## src/rtl/riscv_pipe_ctrl.sv

```systemverilog
// Pipeline control for the pipelined RISC-V core: register enables and bubble
// inserts for load-use, taken branches, multi-cycle mul/div and dmem waits.
module riscv_pipe_ctrl #(
   parameter int DLY_FF     = 1,
   parameter int MD_LATENCY = 8,
   parameter int REG_ADDR_W = 5
) (
   input  logic                  clk,
   input  logic                  reset,
   input  logic [REG_ADDR_W-1:0] id_rs1,
   input  logic [REG_ADDR_W-1:0] id_rs2,
   input  logic                  id_rs1_used,
   input  logic                  id_rs2_used,
   input  logic [REG_ADDR_W-1:0] ex_rd,
   input  logic                  ex_mem_read,
   input  logic                  ex_md_start,
   input  logic                  ex_branch_taken,
   input  logic                  mem_req,
   input  logic                  mem_ready,
   output logic                  pc_en,
   output logic                  if_id_en,
   output logic                  id_ex_en,
   output logic                  ex_mem_en,
   output logic                  mem_wb_en,
   output logic                  if_id_flush,
   output logic                  id_ex_flush,
   output logic                  ex_mem_flush,
   output logic                  md_busy,
   output logic [1:0]            ctrl_state
);

   // Flops carry no modelled delay, so DLY_FF only takes part in this check.
   if (MD_LATENCY < 2 || DLY_FF < 0) begin : g_param_check
      $error("riscv_pipe_ctrl: MD_LATENCY must be >= 2 and DLY_FF >= 0");
   end

   localparam int CNT_W = (MD_LATENCY > 2) ? $clog2(MD_LATENCY - 1) : 1;

   typedef enum logic [1:0] {
      RUN      = 2'd0,
      MEM_WAIT = 2'd1,
      MD_BUSY  = 2'd2
   } state_t;

   // Control word: {pc, if_id, id_ex, ex_mem, mem_wb enables, if_id, id_ex, ex_mem flushes}
   localparam logic [7:0] CTRL_ALL  = 8'b11111_000;
   localparam logic [7:0] CTRL_LU   = 8'b00111_010;
   localparam logic [7:0] CTRL_BR   = 8'b11111_110;
   localparam logic [7:0] CTRL_MD   = 8'b00011_001;
   localparam logic [7:0] CTRL_STOP = 8'b00000_000;

   state_t           state, state_next;
   logic [CNT_W-1:0] md_cnt, md_cnt_next;
   logic [7:0]       ctrl;
   logic             mem_stall;
   logic             load_use;

   assign mem_stall = mem_req & ~mem_ready;
   assign load_use  = ex_mem_read && (ex_rd != '0) &&
                      ((id_rs1_used && (id_rs1 == ex_rd)) ||
                       (id_rs2_used && (id_rs2 == ex_rd)));

   function automatic logic [7:0] run_ctrl(input logic md, input logic br, input logic lu);
      if (md)      return CTRL_MD;
      else if (br) return CTRL_BR;
      else if (lu) return CTRL_LU;
      else         return CTRL_ALL;
   endfunction

   always_comb begin
      ctrl        = CTRL_STOP;
      state_next  = state;
      md_cnt_next = md_cnt;
      if (reset) begin
         case (state)
            RUN, MEM_WAIT: begin
               if (mem_stall) begin
                  state_next = MEM_WAIT;
               end else begin
                  ctrl       = run_ctrl(ex_md_start, ex_branch_taken, load_use);
                  state_next = RUN;
                  if (ex_md_start) begin
                     state_next  = MD_BUSY;
                     md_cnt_next = CNT_W'(MD_LATENCY - 2);
                  end
               end
            end
            MD_BUSY: begin
               // The occupancy counter keeps running even while dmem stalls.
               md_cnt_next = (md_cnt == '0) ? '0 : md_cnt - CNT_W'(1);
               if (mem_stall) begin
                  ctrl = CTRL_STOP;
               end else if (md_cnt != '0) begin
                  ctrl = CTRL_MD;
               end else begin
                  ctrl       = CTRL_ALL;
                  state_next = RUN;
               end
            end
            default: state_next = RUN;
         endcase
      end
   end

   assign {pc_en, if_id_en, id_ex_en, ex_mem_en, mem_wb_en,
           if_id_flush, id_ex_flush, ex_mem_flush} = ctrl;
   assign md_busy    = reset && (state == MD_BUSY);
   assign ctrl_state = reset ? state : RUN;

   always_ff @(posedge clk) begin
      if (!reset) begin
         state  <= RUN;
         md_cnt <= '0;
      end else begin
         state  <= state_next;
         md_cnt <= md_cnt_next;
      end
   end

endmodule

```

## config.mk

```make
export PLATFORM = sky130hd
export DESIGN_NAME = riscv_pipe_ctrl
export DESIGN_NICKNAME = d
export VERILOG_FILES = /design/src/rtl/riscv_pipe_ctrl.sv
export SDC_FILE = /design/constraint.sdc
export NUM_CORES = 1
export LEC_CHECK = 0
export CORE_UTILIZATION = 34
export DETAILED_ROUTE_END_ITERATION = 16
export PLACE_DENSITY_LB_ADDON = 0.1
export SLEW_MARGIN = 40
export SYNTH_ARGS = -nofsm -noshare
export SYNTH_HDL_FRONTEND = slang
export SYNTH_SLANG_ARGS = --single-unit
```

## constraint.sdc

```tcl
create_clock -name clk -period 2.2 [get_ports clk]
set_input_delay 0.44 -clock clk [delete_from_list [all_inputs] [get_ports clk]]
set_output_delay 0.44 -clock clk [all_outputs]
set_load 0.01 [all_outputs]
```

==> results of run 1 <==
layout make-up:
type	instances	area (um^2)
inverters	2	7.51
fillers	129	367
multi-input cells	53	404
repair buffers	48	410
well taps	15	18.8
clock buffers	4	26.3
flip-flops and latches	5	100
registers in the layout, summed over array words and instances (netlist names):
name    flops
md_cnt      3
state       2
critical path: cells and delay by family:
family,cells,cell delay (ps)
buffers and inverters,4,910
and+or+nand+nor,2,330
power groups by stage:
stage	clock network (mW)	registers, mW	logic (mW)
3_3_place_gp	0	0.106	0.176
6_report	0.104	0.105	0.170
4_1_cts	0.109	0.105	0.169
3_5_place_dp	0	0.107	0.178
5_1_grt	0.117	0.106	0.187
2_1_floorplan	0	0.106	0.0774
kinds of logic (layout without fill, tap and decap cells):
kind of cell / Yosys count / after routing / synth area share
XOR/XNOR: 10 / 10 / 0.175
flip-flops: 5 / 5 / 0.200
AND/OR/NAND/NOR: 24 / 24 / 0.298
buffers and inverters: 5 / 54 / 0.0525
adder cells (fa/ha/maj): 2 / 2 / 0.0500
AO/OA/AOI/OAI: 17 / 17 / 0.225
worst max path at each step:
stage,startpoint,slack (ps),endpoint
floorplan,md_cnt[0],220,pc_en
global placement,ex_rd[2],-590,pc_en
detailed placement,ex_rd[1],-600,if_id_en
CTS,ex_rd[3],7,id_ex_flush
global route,md_cnt[0],7,ex_mem_flush
finish,ex_md_start,70,if_id_flush
layout by cell type (no fill, tap or decap), types with 4 or more instances in the layout:
cell,instances
sky130_fd_sc_hd__dlygate4sd2_1,11
sky130_fd_sc_hd__nor2_1,5
sky130_fd_sc_hd__clkdlybuf4s50_1,8
sky130_fd_sc_hd__clkdlybuf4s15_1,4
sky130_fd_sc_hd__dlymetal6s2s_1,4
sky130_fd_sc_hd__o21a_1,5
sky130_fd_sc_hd__dfxtp_1,5
sky130_fd_sc_hd__buf_2,4
sky130_fd_sc_hd__buf_4,13
sky130_fd_sc_hd__xor2_1,7
sky130_fd_sc_hd__and2_1,4
sky130_fd_sc_hd__a21oi_1,6
synth_stat cells (all sizes together), types with 2 or more instances:
cell type,n
a21oi,6
and2,4
buf,3
dfxtp,5
ha,2
inv,2
nand2b,2
nor2,5
nor2b,3
nor4,2
o21a,5
o21ai,2
or4,2
xnor2,2
xor2,8
repair_timing:
item	4_1_cts	5_1_grt
setup buffers	2	0
resized for setup	38	18
endpoints found under the hold margin	0	0
endpoints found under the setup margin	8	7
pin swaps	8	8
routing by layer:
| layer | track usage | wire [um] |
|---|---|---|
| met5 | 0 | 0 |
| met4 | 0 | 0 |
| met3 | 0.0889 | 117 |
| met2 | 0.361 | 798 |
| met1 | 0.205 | 597 |
per-stage QoR:
stage	hold slack, ps	utilization	area, um^2	power (mW)	TNS [ps]
final	520	0.725	967	0.379	0
after global routing	570	0.725	967	0.409	0
after CTS	512	0.710	947	0.382	0
after detailed placement	508	0.698	931	0.285	-2910
after global placement	491	0.698	931	0.282	-2870
after floorplan	467	-	500	0.183	0
==> metrics.txt, run 1 <==
# TYPE chip_impl_metric gauge
chip_impl_metric{name="synth-seq-cells",unit=""} 5
chip_impl_metric{name="total_switching_power",unit="mW"} 0.115
chip_impl_metric{name="synth_cells",unit=""} 63
chip_impl_metric{name="cts_sinks",unit=""} 5
chip_impl_metric{name="starting_drc_count_in_detailed_routing",unit=""} 0
chip_impl_metric{name="post_synth.cell_area_avg",unit="um^2"} 7.94
chip_impl_info{name="cts_tree",value="built"} 1
chip_impl_metric{name="worst_ep_arrival_time",unit="ps"} 1690
chip_impl_metric{name="largest_fanout_of_any_net_on_the_critical_path",unit=""} 2
chip_impl_info{name="clk_root_buffer_cell",value="sky130_fd_sc_hd__clkbuf_4"} 1
chip_impl_metric{name="grt_usage",unit=""} 0.192
chip_impl_metric{name="vias_per_cell",unit=""} 4.82
chip_impl_info{name="path_cells",value="clkdlybuf4s50_1, buf_4, nor2_1, and4_1, buf_4, dlygate4sd2_1"} 1
chip_impl_metric{name="relSlewSlack",unit=""} 0.832
chip_impl_metric{name="drc",unit=""} 0
chip_impl_metric{name="number_of_flops_mapped_to_enable_cells_by_yosys",unit=""} 0
chip_impl_metric{name="combinational_power_share",unit=""} 0.449
chip_impl_metric{name="finalCriticalPeriod",unit="ps"} 2130
chip_impl_info{name="whs_endpoint",value="md_cnt[2]"} 1
chip_impl_metric{name="final-setup-viol-count",unit=""} 0
chip_impl_info{name="hold_crit_path_type",value="reg -> reg"} 1
chip_impl_info{name="synthFlopType",value="sky130_fd_sc_hd__dfxtp_1"} 1
chip_impl_info{name="endpoint_kind",value="primary output"} 1
chip_impl_metric{name="diodes",unit=""} 0
chip_impl_metric{name="timing.hold.worst_path_depth",unit=""} 2
chip_impl_metric{name="antenna_violations_before_repair",unit=""} 0
chip_impl_metric{name="core.rowCount",unit=""} 13
chip_impl_metric{name="maxcap_violations",unit=""} 0
chip_impl_info{name="critical-path-top-cell-by-count",value="sky130_fd_sc_hd__buf_4"} 1
chip_impl_metric{name="period_share",unit=""} 0.967
chip_impl_metric{name="layout.cells.non_filler",unit=""} 127
chip_impl_metric{name="place_ws",unit="ps"} -595
chip_impl_metric{name="irDropWorstVdd",unit="V"} 0.000455
chip_impl_metric{name="yosys.cell_types.count",unit=""} 29
chip_impl_info{name="r2r_end",value="state[1]"} 1
chip_impl_metric{name="ys_warn_count",unit=""} 0
chip_impl_metric{name="worst_ep_required_time",unit="ps"} 1760
chip_impl_metric{name="place.detailed.hpwl",unit="um"} 1270
chip_impl_metric{name="area_added_between_synthesis_and_finish",unit="%"} 93.3
chip_impl_metric{name="power.leakage",unit="nW"} 0.488
chip_impl_info{name="worst_setup_path_start_kind",value="input port"} 1
chip_impl_metric{name="fp.dieArea",unit="um^2"} 1630
chip_impl_metric{name="placeable_core_area",unit="um^2"} 1330
chip_impl_metric{name="power.share.sequential",unit=""} 0.276
chip_impl_info{name="rsz0062_at_grt",value="no"} 1
chip_impl_info{name="netlist.top_cell.by_area",value="sky130_fd_sc_hd__dfxtp_1"} 1
chip_impl_metric{name="die_w",unit="um"} 40.4
chip_impl_metric{name="internal_power",unit="mW"} 0.264
chip_impl_info{name="result_of_the_run",value="finished, final reports clean"} 1
chip_impl_metric{name="synth.net_count",unit=""} 89
chip_impl_metric{name="clk_transition_reported_paths",unit="ps"} 40
chip_impl_metric{name="synth_sequential_area_ratio",unit=""} 0.200
chip_impl_metric{name="cts_max_level",unit=""} 1
chip_impl_metric{name="io-pin-count",unit=""} 35
chip_impl_metric{name="initial_utilization",unit=""} 0.375
chip_impl_metric{name="fin_clk_skew",unit="ps"} 2.89
chip_impl_metric{name="tritoncts.num_buffers",unit=""} 3
chip_impl_metric{name="drt_first_pass_iters",unit=""} 1
chip_impl_metric{name="placedCellCount",unit=""} 121
chip_impl_metric{name="worst_path_largest_cell_delay",unit="ps"} 410
chip_impl_metric{name="post_route_cells_drive_above_1_share",unit=""} 0.286
chip_impl_metric{name="placement.io_buffers",unit=""} 34
chip_impl_metric{name="num_vias",unit=""} 612
chip_impl_metric{name="r2r.worst_path.cells",unit=""} 6
chip_impl_metric{name="maximum_number_of_pins_on_one_net_before_global_route_repair",unit=""} 11
chip_impl_info{name="timing.hold.worst.start",value="md_cnt[2]"} 1
chip_impl_metric{name="detail_route.wirelength",unit="um"} 1510
chip_impl_metric{name="route.antenna.remaining_nets",unit=""} 0
chip_impl_info{name="critical-path-slowest-cell",value="sky130_fd_sc_hd__clkdlybuf4s50_1"} 1
chip_impl_metric{name="die_height",unit="um"} 40.4
chip_impl_metric{name="finalMaxSlewViolations",unit=""} 0
chip_impl_metric{name="regToRegSetupSlack",unit="ps"} 850
chip_impl_metric{name="clock_latency_on_the_worst_skew_pair",unit="ps"} 240
chip_impl_metric{name="clock_tree.buffer_depth",unit=""} 2
chip_impl_metric{name="post-synth-top-area-fraction",unit=""} 0.200
chip_impl_metric{name="power_density",unit="nW/um^2"} 392
chip_impl_metric{name="hold_violations",unit=""} 0
chip_impl_metric{name="worst_pin_slew",unit="ps"} 250
chip_impl_info{name="post_synth_main_area_contributors",value="sky130_fd_sc_hd__dfxtp_1, sky130_fd_sc_hd__xor2_1, sky130_fd_sc_hd__o21a_1"} 1
chip_impl_metric{name="power.share.clock",unit=""} 0.275
chip_impl_metric{name="first_global_vias",unit=""} 537
chip_impl_metric{name="final_critical_path_setup_slack",unit="ps"} 72.7
chip_impl_info{name="r2r-start",value="md_cnt[0]"} 1
chip_impl_metric{name="timing.fmax",unit="MHz"} 470
chip_impl_metric{name="global_route.overflow_total",unit=""} 0
chip_impl_metric{name="power_switching_share",unit=""} 0.303
chip_impl_metric{name="design.final.nets",unit=""} 139
chip_impl_metric{name="postSynth.asyncResetShare",unit=""} 0
chip_impl_metric{name="count_of_hold_fix_buffers_inserted_at_cts",unit=""} 0
chip_impl_info{name="path_class",value="in -> out"} 1
chip_impl_metric{name="wl_per_cell",unit="um"} 11.9
chip_impl_metric{name="syn_area",unit="um^2"} 500
chip_impl_metric{name="gpl.final_weighted_congestion",unit=""} 0.714
chip_impl_metric{name="grt_first_pass_wirelength",unit="um"} 2080
Note: power is estimated with default switching activity, not from simulation.
==> run 2, diff against run 1 <==
--- a/config.mk
+++ b/config.mk
@@ -6,6 +6,7 @@
 export NUM_CORES = 1
 export LEC_CHECK = 0
 export CORE_UTILIZATION = 34
+export CTS_BUF_LIST = sky130_fd_sc_hd__clkbuf_16
 export DETAILED_ROUTE_END_ITERATION = 16
 export PLACE_DENSITY_LB_ADDON = 0.1
 export SLEW_MARGIN = 40
==> metrics.txt, run 2 (synthesis results as in run 1) <==
# TYPE chip_impl_metric gauge
chip_impl_metric{name="die_height",unit="um"} 40.4
chip_impl_info{name="reg.largest.list",value="md_cnt (3), state (2)"} 1
chip_impl_info{name="result_of_the_run",value="finished, final reports clean"} 1
chip_impl_metric{name="diodes",unit=""} 0
chip_impl_metric{name="grt_usage",unit=""} 0.213
chip_impl_metric{name="maxcap_violations",unit=""} 0
chip_impl_metric{name="relSlewSlack",unit=""} 0.832
chip_impl_metric{name="core.rowCount",unit=""} 13
chip_impl_metric{name="layout.cells.non_filler",unit=""} 127
chip_impl_metric{name="power_density",unit="nW/um^2"} 563
chip_impl_metric{name="irDropWorstVdd",unit="V"} 0.000518
chip_impl_metric{name="count_of_hold_fix_buffers_inserted_at_cts",unit=""} 0
chip_impl_info{name="regMostFlops",value="md_cnt"} 1
chip_impl_info{name="most_frequent_standard_cell_in_the_layout_excluding_fill_and_tap_cells",value="sky130_fd_sc_hd__buf_4"} 1
chip_impl_metric{name="drt_first_pass_iters",unit=""} 2
chip_impl_info{name="path_class",value="in -> out"} 1
chip_impl_metric{name="die_w",unit="um"} 40.4
chip_impl_metric{name="maximum_number_of_pins_on_one_net_before_global_route_repair",unit=""} 11
chip_impl_info{name="rsz0062_at_grt",value="no"} 1
chip_impl_metric{name="fin_area",unit="um^2"} 1020
chip_impl_info{name="endpoint_kind",value="primary output"} 1
chip_impl_metric{name="clock_latency_on_the_worst_skew_pair",unit="ps"} 230
chip_impl_metric{name="finalCriticalPeriod",unit="ps"} 2130
chip_impl_metric{name="fp.dieArea",unit="um^2"} 1630
chip_impl_info{name="clk_root_buffer_cell",value="sky130_fd_sc_hd__clkbuf_16"} 1
chip_impl_metric{name="wl_per_cell",unit="um"} 12.4
chip_impl_metric{name="num_vias",unit=""} 615
chip_impl_metric{name="drc",unit=""} 0
chip_impl_metric{name="vias_per_cell",unit=""} 4.84
chip_impl_metric{name="power.leakage",unit="nW"} 0.517
chip_impl_metric{name="largest_register_ff_count",unit=""} 3
chip_impl_metric{name="placedCellCount",unit=""} 121
chip_impl_metric{name="hold_violations",unit=""} 0
chip_impl_info{name="hold_crit_path_type",value="reg -> reg"} 1
chip_impl_metric{name="seqCellArea",unit="um^2"} 100
chip_impl_metric{name="tritoncts.num_buffers",unit=""} 3
chip_impl_metric{name="cts_max_level",unit=""} 1
chip_impl_metric{name="post_route_cells_drive_above_1_share",unit=""} 0.277
chip_impl_metric{name="design.final.nets",unit=""} 139
chip_impl_metric{name="area_added_between_synthesis_and_finish",unit="%"} 103
chip_impl_metric{name="initial_utilization",unit=""} 0.375
chip_impl_metric{name="cts_sinks",unit=""} 5
chip_impl_metric{name="worst_ep_arrival_time",unit="ps"} 1690
chip_impl_info{name="cts_tree",value="built"} 1
chip_impl_metric{name="worst_ep_required_time",unit="ps"} 1760
chip_impl_metric{name="period_share",unit=""} 0.967
chip_impl_metric{name="first_global_vias",unit=""} 544
chip_impl_metric{name="gpl.final_weighted_congestion",unit=""} 0.714
chip_impl_metric{name="worst_pin_slew",unit="ps"} 250
chip_impl_metric{name="place.detailed.hpwl",unit="um"} 1270
chip_impl_metric{name="clk_transition_reported_paths",unit="ps"} 30
chip_impl_metric{name="antenna_violations_before_repair",unit=""} 0
chip_impl_metric{name="detail_route.wirelength",unit="um"} 1570
chip_impl_metric{name="fillCellCount",unit=""} 118
chip_impl_info{name="worst_setup_path_start_kind",value="input port"} 1
chip_impl_metric{name="global_route.overflow_total",unit=""} 0
chip_impl_metric{name="post-layout-total-power",unit="mW"} 0.573
chip_impl_metric{name="grt_first_pass_wirelength",unit="um"} 2160
chip_impl_metric{name="timing.fmax",unit="MHz"} 470
chip_impl_metric{name="placement.io_buffers",unit=""} 34
chip_impl_metric{name="finalMaxSlewViolations",unit=""} 0
chip_impl_metric{name="placeable_core_area",unit="um^2"} 1330
chip_impl_metric{name="placement.cell_area",unit="um^2"} 931
chip_impl_metric{name="fin_clk_skew",unit="ps"} 2.09
chip_impl_metric{name="clock_tree.buffer_depth",unit=""} 2
chip_impl_metric{name="final-setup-viol-count",unit=""} 0
chip_impl_metric{name="multi_input_comb_area",unit="um^2"} 402
chip_impl_metric{name="io-pin-count",unit=""} 35
chip_impl_info{name="most-common-layout-cells",value="sky130_fd_sc_hd__buf_4, sky130_fd_sc_hd__dlygate4sd2_1, sky130_fd_sc_hd__clkdlybuf4s50_1"} 1
chip_impl_metric{name="largest_fanout_of_any_net_on_the_critical_path",unit=""} 2
chip_impl_metric{name="route.antenna.remaining_nets",unit=""} 0
chip_impl_metric{name="starting_drc_count_in_detailed_routing",unit=""} 2
run 2: cell types whose count changed in the layout (fill, tap and decap cells not counted), sizes merged:
cell	change
inv	+1
clkbuf	-1
run 2: worst max-delay path, cell delays in order:
cell,delay (ps)
sky130_fd_sc_hd__clkdlybuf4s50_1,410
sky130_fd_sc_hd__buf_4,140
sky130_fd_sc_hd__nor2_1,100
sky130_fd_sc_hd__and4_1,230
sky130_fd_sc_hd__buf_4,110
sky130_fd_sc_hd__dlygate4sd2_1,250
run 2: path summary, 6_finish.rpt:
path | start | cells past startpoint | slack (ps) | endpoint
worst max-delay path | ex_md_start | 6 | 70 | if_id_flush
worst max register to register | md_cnt[0] | 6 | 850 | state[1]
worst min-delay path | md_cnt[2] | 2 | 510 | md_cnt[2]
worst min register to register | md_cnt[2] | 2 | 510 | md_cnt[2]
run 2: routing by layer:
metal  up-vias  part of all wire  global-route usage
met5         -                 0                   0
met4         0             0.018               0.100
met3         4             0.082               0.106
met2        24              0.50               0.369
met1       270              0.40               0.208
li1        317                 -                   -
run 2: layout make-up:
type,count,area share
Sequential cell,5,0.0984
Inverter,2,0.00738
Clock inverter,1,0.00369
Timing Repair Buffer,48,0.403
Clock buffer,3,0.0738
Tap cell,15,0.0185
Multi-Input combinational cell,53,0.395
run 2: per-stage QoR:
stage / hold slack, ps / utilization / setup TNS [ps] / setup slack, ps
finish: 508 / 0.763 / 0 / 72.8
detailed placement: 508 / 0.698 / -2910 / -595
CTS: 511 / 0.750 / 0 / 6.68
global route: 554 / 0.763 / 0 / 7.11
global placement: 491 / 0.698 / -2870 / -594
floorplan: 467 / - / 0 / 225
run 2: what timing repair did:
action,4_1_cts,5_1_grt
setup buffers,2,0
pin swaps,8,8
resized for setup,38,17
endpoints found under the setup margin,8,6
run 2: report_power, final:
part | internal, mW | total (mW) | switching [mW]
sequential | 0.0993 | 0.105 | 0.00570
clock | 0.236 | 0.299 | 0.0628
combinational | 0.0962 | 0.169 | 0.0729
total | 0.431 | 0.573 | 0.141
